[src/rtl/sipo_pkg.sv]
// Shared types and helpers for the serial-in/parallel-out receive path.
package sipo_pkg;

    // Framing sequencer states
    typedef enum logic {
        IDLE  = 1'b0,
        SHIFT = 1'b1
    } state_e;

    // Width of the bit counter for an n-bit frame (never narrower than 1 bit)
    function automatic int cnt_width(input int n);
        if (n > 2) begin
            return $clog2(n);
        end else begin
            return 1;
        end
    endfunction

    // Even parity of a word, for consumers that protect the holding register
    function automatic logic word_parity(input logic [63:0] word);
        return ^word;
    endfunction

endpackage

[src/rtl/sipo_shift_reg.sv]
// N-bit serial-in shift register with clear, first-bit load and selectable direction.
module sipo_shift_reg
    import sipo_pkg::*;
#(
    parameter int N         = 8,
    parameter bit MSB_FIRST = 1'b1
) (
    input  logic         clk,
    input  logic         rst_n,
    input  logic         clr,
    input  logic         shift_en,
    input  logic         din,
    output logic [N-1:0] next_word
);

    logic [N-1:0] sh_r;
    logic [N-1:0] shifted_s;
    logic [N-1:0] first_s;

    // Candidate values: shifted-in word and a fresh word holding only the first bit
    always_comb begin
        shifted_s = {N{1'b0}};
        first_s   = {N{1'b0}};
        if (MSB_FIRST) begin
            shifted_s = {sh_r[N-2:0], din};
            first_s   = {{(N-1){1'b0}}, din};
        end else begin
            shifted_s = {din, sh_r[N-1:1]};
            first_s   = {din, {(N-1){1'b0}}};
        end
    end

    // Shift register state: clear wins, a clear with a same-cycle bit starts a new word
    always_ff @(posedge clk or negedge rst_n) begin
        if (!rst_n) begin
            sh_r <= {N{1'b0}};
        end else if (clr && shift_en) begin
            sh_r <= first_s;
        end else if (clr) begin
            sh_r <= {N{1'b0}};
        end else if (shift_en) begin
            sh_r <= shifted_s;
        end else begin
            sh_r <= sh_r;
        end
    end

    // The completed word must include the bit arriving this cycle
    assign next_word = shifted_s;

endmodule

[src/rtl/sipo_rx_ctrl.sv]
// Receive sequencer: frames a serial stream into N-bit words and hands them
// downstream through a valid/ready holding register with overrun reporting.
module sipo_rx_ctrl
    import sipo_pkg::*;
#(
    parameter int N          = 8,
    parameter bit MSB_FIRST  = 1'b1,
    parameter bit CONTINUOUS = 1'b0
) (
    input  logic                    clk,
    input  logic                    rst,
    input  logic                    in,
    input  logic                    in_en,
    input  logic                    start,
    input  logic                    abort,
    input  logic                    out_ready,
    output logic [N-1:0]            out_data,
    output logic                    out_valid,
    output logic                    busy,
    output logic [cnt_width(N)-1:0] bit_cnt,
    output logic                    frame_done,
    output logic                    overrun
);

    localparam int            CW       = cnt_width(N);
    localparam logic [CW-1:0] CNT_ZERO = CW'(0);
    localparam logic [CW-1:0] CNT_ONE  = CW'(1);
    localparam logic [CW-1:0] CNT_LAST = CW'(N - 1);

    state_e        state_r;
    logic [CW-1:0] bit_cnt_r;
    logic [N-1:0]  out_data_r;
    logic          out_valid_r;
    logic          busy_r;
    logic          frame_done_r;
    logic          overrun_r;

    logic [N-1:0]  word_s;
    logic          complete_s;
    logic          sh_clr_s;
    logic          sh_shift_s;
    logic          load_s;
    logic          drop_s;

    sipo_shift_reg #(
        .N         (N),
        .MSB_FIRST (MSB_FIRST)
    ) u_shift (
        .clk       (clk),
        .rst_n     (rst),
        .clr       (sh_clr_s),
        .shift_en  (sh_shift_s),
        .din       (in),
        .next_word (word_s)
    );

    // Per-cycle decode with priority abort > start > qualified bit
    always_comb begin
        complete_s = 1'b0;
        sh_clr_s   = 1'b0;
        sh_shift_s = 1'b0;
        if (abort) begin
            sh_clr_s = 1'b1;
        end else if (start) begin
            sh_clr_s   = 1'b1;
            sh_shift_s = in_en;
        end else if ((state_r == SHIFT) && in_en) begin
            if (bit_cnt_r == CNT_LAST) begin
                complete_s = 1'b1;
                sh_clr_s   = 1'b1;
            end else begin
                sh_shift_s = 1'b1;
            end
        end else begin
            sh_clr_s   = 1'b0;
            sh_shift_s = 1'b0;
        end
        load_s = complete_s && (!out_valid_r || out_ready);
        drop_s = complete_s && out_valid_r && !out_ready;
    end

    // Framing FSM, bit counter, holding register and handshake flags
    always_ff @(posedge clk or negedge rst) begin
        if (!rst) begin
            state_r      <= IDLE;
            bit_cnt_r    <= CNT_ZERO;
            out_data_r   <= {N{1'b0}};
            out_valid_r  <= 1'b0;
            busy_r       <= 1'b0;
            frame_done_r <= 1'b0;
            overrun_r    <= 1'b0;
        end else begin
            frame_done_r <= complete_s;
            overrun_r    <= drop_s;

            if (load_s) begin
                out_data_r  <= word_s;
                out_valid_r <= 1'b1;
            end else if (out_valid_r && out_ready) begin
                out_valid_r <= 1'b0;
            end else begin
                out_valid_r <= out_valid_r;
            end

            if (abort) begin
                state_r   <= IDLE;
                busy_r    <= 1'b0;
                bit_cnt_r <= CNT_ZERO;
            end else if (start) begin
                state_r   <= SHIFT;
                busy_r    <= 1'b1;
                bit_cnt_r <= in_en ? CNT_ONE : CNT_ZERO;
            end else if (complete_s) begin
                bit_cnt_r <= CNT_ZERO;
                if (CONTINUOUS) begin
                    state_r <= SHIFT;
                    busy_r  <= 1'b1;
                end else begin
                    state_r <= IDLE;
                    busy_r  <= 1'b0;
                end
            end else if ((state_r == SHIFT) && in_en) begin
                bit_cnt_r <= bit_cnt_r + CNT_ONE;
            end else begin
                state_r   <= state_r;
                bit_cnt_r <= bit_cnt_r;
            end
        end
    end

    assign out_data   = out_data_r;
    assign out_valid  = out_valid_r;
    assign busy       = busy_r;
    assign bit_cnt    = bit_cnt_r;
    assign frame_done = frame_done_r;
    assign overrun    = overrun_r;

endmodule

[config.mk]
export PLATFORM = sky130hd
export DESIGN_NAME = sipo_rx_ctrl
export DESIGN_NICKNAME = d
export VERILOG_FILES = /design/src/rtl/sipo_pkg.sv /design/src/rtl/sipo_shift_reg.sv /design/src/rtl/sipo_rx_ctrl.sv
export SDC_FILE = /design/constraint.sdc
export NUM_CORES = 1
export LEC_CHECK = 0
export CORE_UTILIZATION = 47
export CTS_CLUSTER_SIZE = 24
export DETAILED_ROUTE_END_ITERATION = 8
export PLACE_DENSITY = 0.83
export SLEW_MARGIN = 20
export SYNTH_ARGS = -nofsm -noshare
export SYNTH_HDL_FRONTEND = slang
export SYNTH_HIERARCHICAL = 1
export SYNTH_SLANG_ARGS = --single-unit
export TNS_END_PERCENT = 10
[constraint.sdc]
create_clock -name clk -period 1.9 [get_ports clk]
set_input_delay 0.285 -clock clk [delete_from_list [all_inputs] [get_ports clk]]
set_output_delay 0.285 -clock clk [all_outputs]
set_load 0.005 [all_outputs]
**After elaboration in Yosys (flattened, before gate mapping)**

Index checks and enable logic that the tools add are counted.

- Register bits after elaboration: 22
- Output and inout bits: 15
- Word-level logic and storage cells: 45

- Eq/ne operators: 1
- Reduce and logical (&&, ||, !) cells: 13
- $add $sub $neg: 1
- Mux-type cells: 23

Operator list:

| operator | number |
|---|---|
| $mux W7 | 3 |
| $mux W1 | 16 |
| $mux W3 | 4 |
| $logic_and A1 B1 Y1 | 6 |
| $reduce_bool A3 Y1 | 2 |
| $reduce_bool A4 Y1 | 1 |
| $add A3 B1 Y3 const B | 1 |
| $eq A3 B3 Y1 const B | 1 |
| $logic_not A1 Y1 | 2 |
| $reduce_bool A2 Y1 | 1 |
| $logic_or A1 B1 Y1 | 1 |

**Depth between registers and ports, before layout**

- Depth after elaboration: 8
- Depth in mapped cells: 8
- Gate-level depth less buffers: 7

**Hierarchy**

The synthesis kept the hierarchy.

By module, submodules not included:

| module | area each (µm²) | cells an instance | instances | seq. area each (µm²) |
|---|---|---|---|---|
| sipo_rx_ctrl | 649.4 | 51 | 1 | 375.4 |
| sipo_shift_reg | 291.5 | 24 | 1 | 175.2 |

**Worst setup path after synthesis**

No wires, ideal clock.

- Kind: register -> register
- From: register bit_cnt_r[0] (netlist: bit_cnt[0])
- To: register out_data_r[0] (netlist: out_data[0])
- Path slack: 0.146 ns
- Period minus slack after synthesis: 1.754 ns
- Arrival time: 1.629 ns
- Buffers on the path: 0
- Required time: 1.775 ns
- Stages on the path, launching flop included: 6
- Setup time: 0.125 ns
- Cell sequence: dfrtp_1 -> ha_1 -> ha_1 -> nand3_2 -> nor4b_4 -> mux2_2

- Longest elaborated chain between the ends: 6

Ends and longest elaborated chain:

| item | RTL line | RTL |
|---|---|---|
| from (decl) | sipo_rx_ctrl.sv:31 | `logic [CW-1:0] bit_cnt_r;` |
| from (signal assigned) | sipo_rx_ctrl.sv:112 | `bit_cnt_r <= in_en ? CNT_ONE : CNT_ZERO;` |
| from (signal assigned) | sipo_rx_ctrl.sv:123 | `bit_cnt_r <= bit_cnt_r + CNT_ONE;` |
| from (signal assigned) | sipo_rx_ctrl.sv:126 | `bit_cnt_r <= bit_cnt_r;` |
| $eq A3 B3 Y1 | sipo_rx_ctrl.sv:68 | `if (bit_cnt_r == CNT_LAST) begin` |
| $mux W1 | sipo_rx_ctrl.sv:68 |  |
| $mux W1 | sipo_rx_ctrl.sv:67 | `end else if ((state_r == SHIFT) && in_en) begin` |
| $mux W1 | sipo_rx_ctrl.sv:64 | `end else if (start) begin` |
| $mux W1 | sipo_rx_ctrl.sv:62 | `if (abort) begin` |
| $logic_and A1 B1 Y1 | sipo_rx_ctrl.sv:78 | `load_s = complete_s && (!out_valid_r \|\| out_ready);` |
| to (signal assigned) | sipo_rx_ctrl.sv:87 | `out_data_r <= {N{1'b0}};` |
| to (signal assigned) | sipo_rx_ctrl.sv:97 | `out_data_r <= word_s;` |
| to (decl) | sipo_rx_ctrl.sv:32 | `logic [N-1:0] out_data_r;` |

No other way between the ends.
A chain may end at the register's enable or synchronous reset.

**Worst setup path after layout**

- From: register bit_cnt_r[0] (netlist: bit_cnt[0])
- To: register out_data_r[5] (netlist: out_data[5])

The elaborated chain is that of the path after synthesis.

==> results.py <==
metrics = {
    "timing": {
        "finalHoldViolCount": 0,
        "finalCritPeriodShare": 0.9424,
        "worst_pin_slew_ps": 286.8,
        "drv_slew": 0,
        "period_needed_ps": 1790,
        "fmax_ghz": 0.5585,
        "rsz0062_at_grt": "no",
        "setup_viol": 0,
        "slew-limit-headroom": 0.8082,
        "fin_ws_ps": 109.5,
        "finalClockSkew_ps": 3.117,
        "tns_ps": 0,
    },
    "cts": {
        "htreeDepth": 1,
        "cts_setup_buffers": 0,
        "clock_path_buffers": 2,
        "root_buffer": "clkbuf_4",
        "insertion_delay_ps": 300,
        "cts_resized": 0,
        "cts.reportedPaths.clkPinSlew_ps": 120,
        "cts_tree": "yes",
        "cts_buffers": 3,
        "cts_sinks": 22,
        "postCtsHoldBufs": 0,
    },
    "floorplan": {
        "initial_core_util": 0.5222,
        "die_y_um": 46.74,
        "core_mm2": 0.001802,
        "rows": 15,
        "dieArea_mm2": 0.002185,
        "io_pins": 22,
        "die_x_um": 46.74,
    },
    "route": {
        "wirelength_mm": 1.745,
        "ant_nets": 0,
        "drc_errors": 0,
        "drt_pass1_iterations": 3,
        "wl_per_cell_um": 13.63,
        "vias": 641,
        "detailedRoute.firstIterationViolations": 12,
        "viasPerCell": 5.008,
    },
    "synth": {
        "synth.largest_area_cell": "dfrtp_1",
        "ys_types": 20,
        "ys_seq_area_frac": 0.5851,
        "syn-cell-area_um2": 940.9,
        "synthTopCellsByArea": "dfrtp_1, mux2_2, mux2i_1",
        "synthCells": 75,
        "synth-seq-cells": 22,
        "avgSynthCellArea_um2": 12.55,
        "yosysTopAreaCellShare": 0.5851,
        "ys.warnings.count": 6,
        "synth_fp_nets": 84,
    },
    "final_layout": {
        "area_growth_pct": 34.84,
        "multi_input_comb_area_um2": 375.4,
        "utilization": 0.7042,
        "layout_commonest_cell": "dfrtp_1",
        "fillers": 139,
        "layout_common_cells": "dfrtp_1, clkdlybuf4s50_1, nor2_1, mux2_2, nand2_1",
        "layout-drive-gt1-share": 0.2330,
        "regArea_um2": 550.5,
        "layout.nets": 113,
        "num_antenna_cells": 0,
    },
    "global_route": {
        "grt.total_usage": 0.1897,
        "antenna_found_initial": 0,
        "grt_overflow": 0,
        "grt_pass1_wl_mm": 2.815,
        "grt_max_degree": 23,
        "grt_pass1_vias": 616,
    },
    "placement": {
        "dpl_worst_slack_ps": 64.52,
        "port_buffers": 21,
        "globalplace.congestion": 0.8065,
        "hpwlAfterDp_mm": 1.233,
    },
    "worst_setup_path": {
        "worstPathRequired_ps": 2100,
        "end_kind": "flop",
        "crit_fanout": 8,
        "startpoint_type": "flop",
        "r2r_slack_ps": 110,
        "critPathKind": "flop to flop",
        "critical_path_arrival_ps": 1990,
    },
    "outcome": {
        "status": "completed",
    },
    "power": {
        "p_per_area_mw_per_mm2": 704.8,
        "ir_worst_vdd_v": 0.0005138,
        "leakage_uw": 0.0005731,
    },
    "run": {
        "cap_violations": 0,
    },
    "hold_path": {
        "hold_path_class": "primary input to async pin",
    },
}
path summary, 6_finish.rpt:
path / startpoint / end / depth (start not counted)
worst max register to register: bit_cnt[0] / out_data[5] / 6
min in group clk: out_data[7] / out_data[7] / 1
worst max-delay path: bit_cnt[0] / out_data[5] / 6
max in group asynchronous: rst / frame_done / 2
worst min register to register: out_data[7] / out_data[7] / 1
worst min-delay path: rst / bit_cnt[2] / 2
through the flow:
stage          instances  hold WS, ps  instance area [um2]  total power, uW
2_1_floorplan         75       -10.59                940.9            507.5
3_3_place_gp         124        491.2                 1201            545.6
3_5_place_dp         124        504.8                 1201            548.0
4_1_cts              128        302.5                 1254            901.0
5_1_grt              128        314.6                 1269            922.0
6_report             128        308.9                 1269            894.2
cell families after synthesis:
logic type,after synthesis,share of synthesized area
and+or+nand+nor,26,0.1582
DFF,22,0.5851
muxes,14,0.1596
AOI/OAI and AO/OA,7,0.04253
buffers and inverters,4,0.02793
adders and majority gates,2,0.02659
routing by layer:
metal / global-route usage / up-vias / wire, um
met4: 0.08571 / 0 / 12
met5: 0 / - / 0
met1: 0.2646 / 315 / 808
li1: - / 314 / -
met2: 0.2889 / 10 / 863
met3: 0.03846 / 2 / 60
critical path, cell delays in order (launching register included):
cell and delay (ps):
dfrtp_1 410, ha_1 170, ha_2 210, nand3_2 110
nor4b_4 220, buf_4 210, mux2_2 350
sequential cells by signal (all words and copies together) (netlist names):
signal,flops
out_valid,1
u_shift/sh_r,7
frame_done,1
bit_cnt,3
out_data,8
busy,1
overrun,1
report_power, final:
part           switching [uW]  internal (uW)
clock                     140            213
combinational            30.8           31.7
sequential               6.36            472
total                     177            717
layout make-up:
class,instances,area share
clock buffer,3,0.01775
clock inverter,1,0.02367
inverter,2,0.005917
multi-input combinational,49,0.2959
sequential,22,0.4339
tap,25,0.02465
timing repair buffer,26,0.1982
cell usage after synthesis:
cell and instances:
ha_1 2, nor4b_4 1, o21ai_0 1, dfrtp_1 22, nor3b_1 2, mux2i_1 6
a21boi_0 2, buf_4 1, nand2_1 7, a21oi_1 3, nand2b_1 2, inv_1 2
nand3b_1 1, nand4_1 2, nand3_2 1, buf_6 1, o21ai_1 1, mux2_2 8
nor2_1 9, or3_2 1
Note: power is estimated with default switching activity, not from simulation.
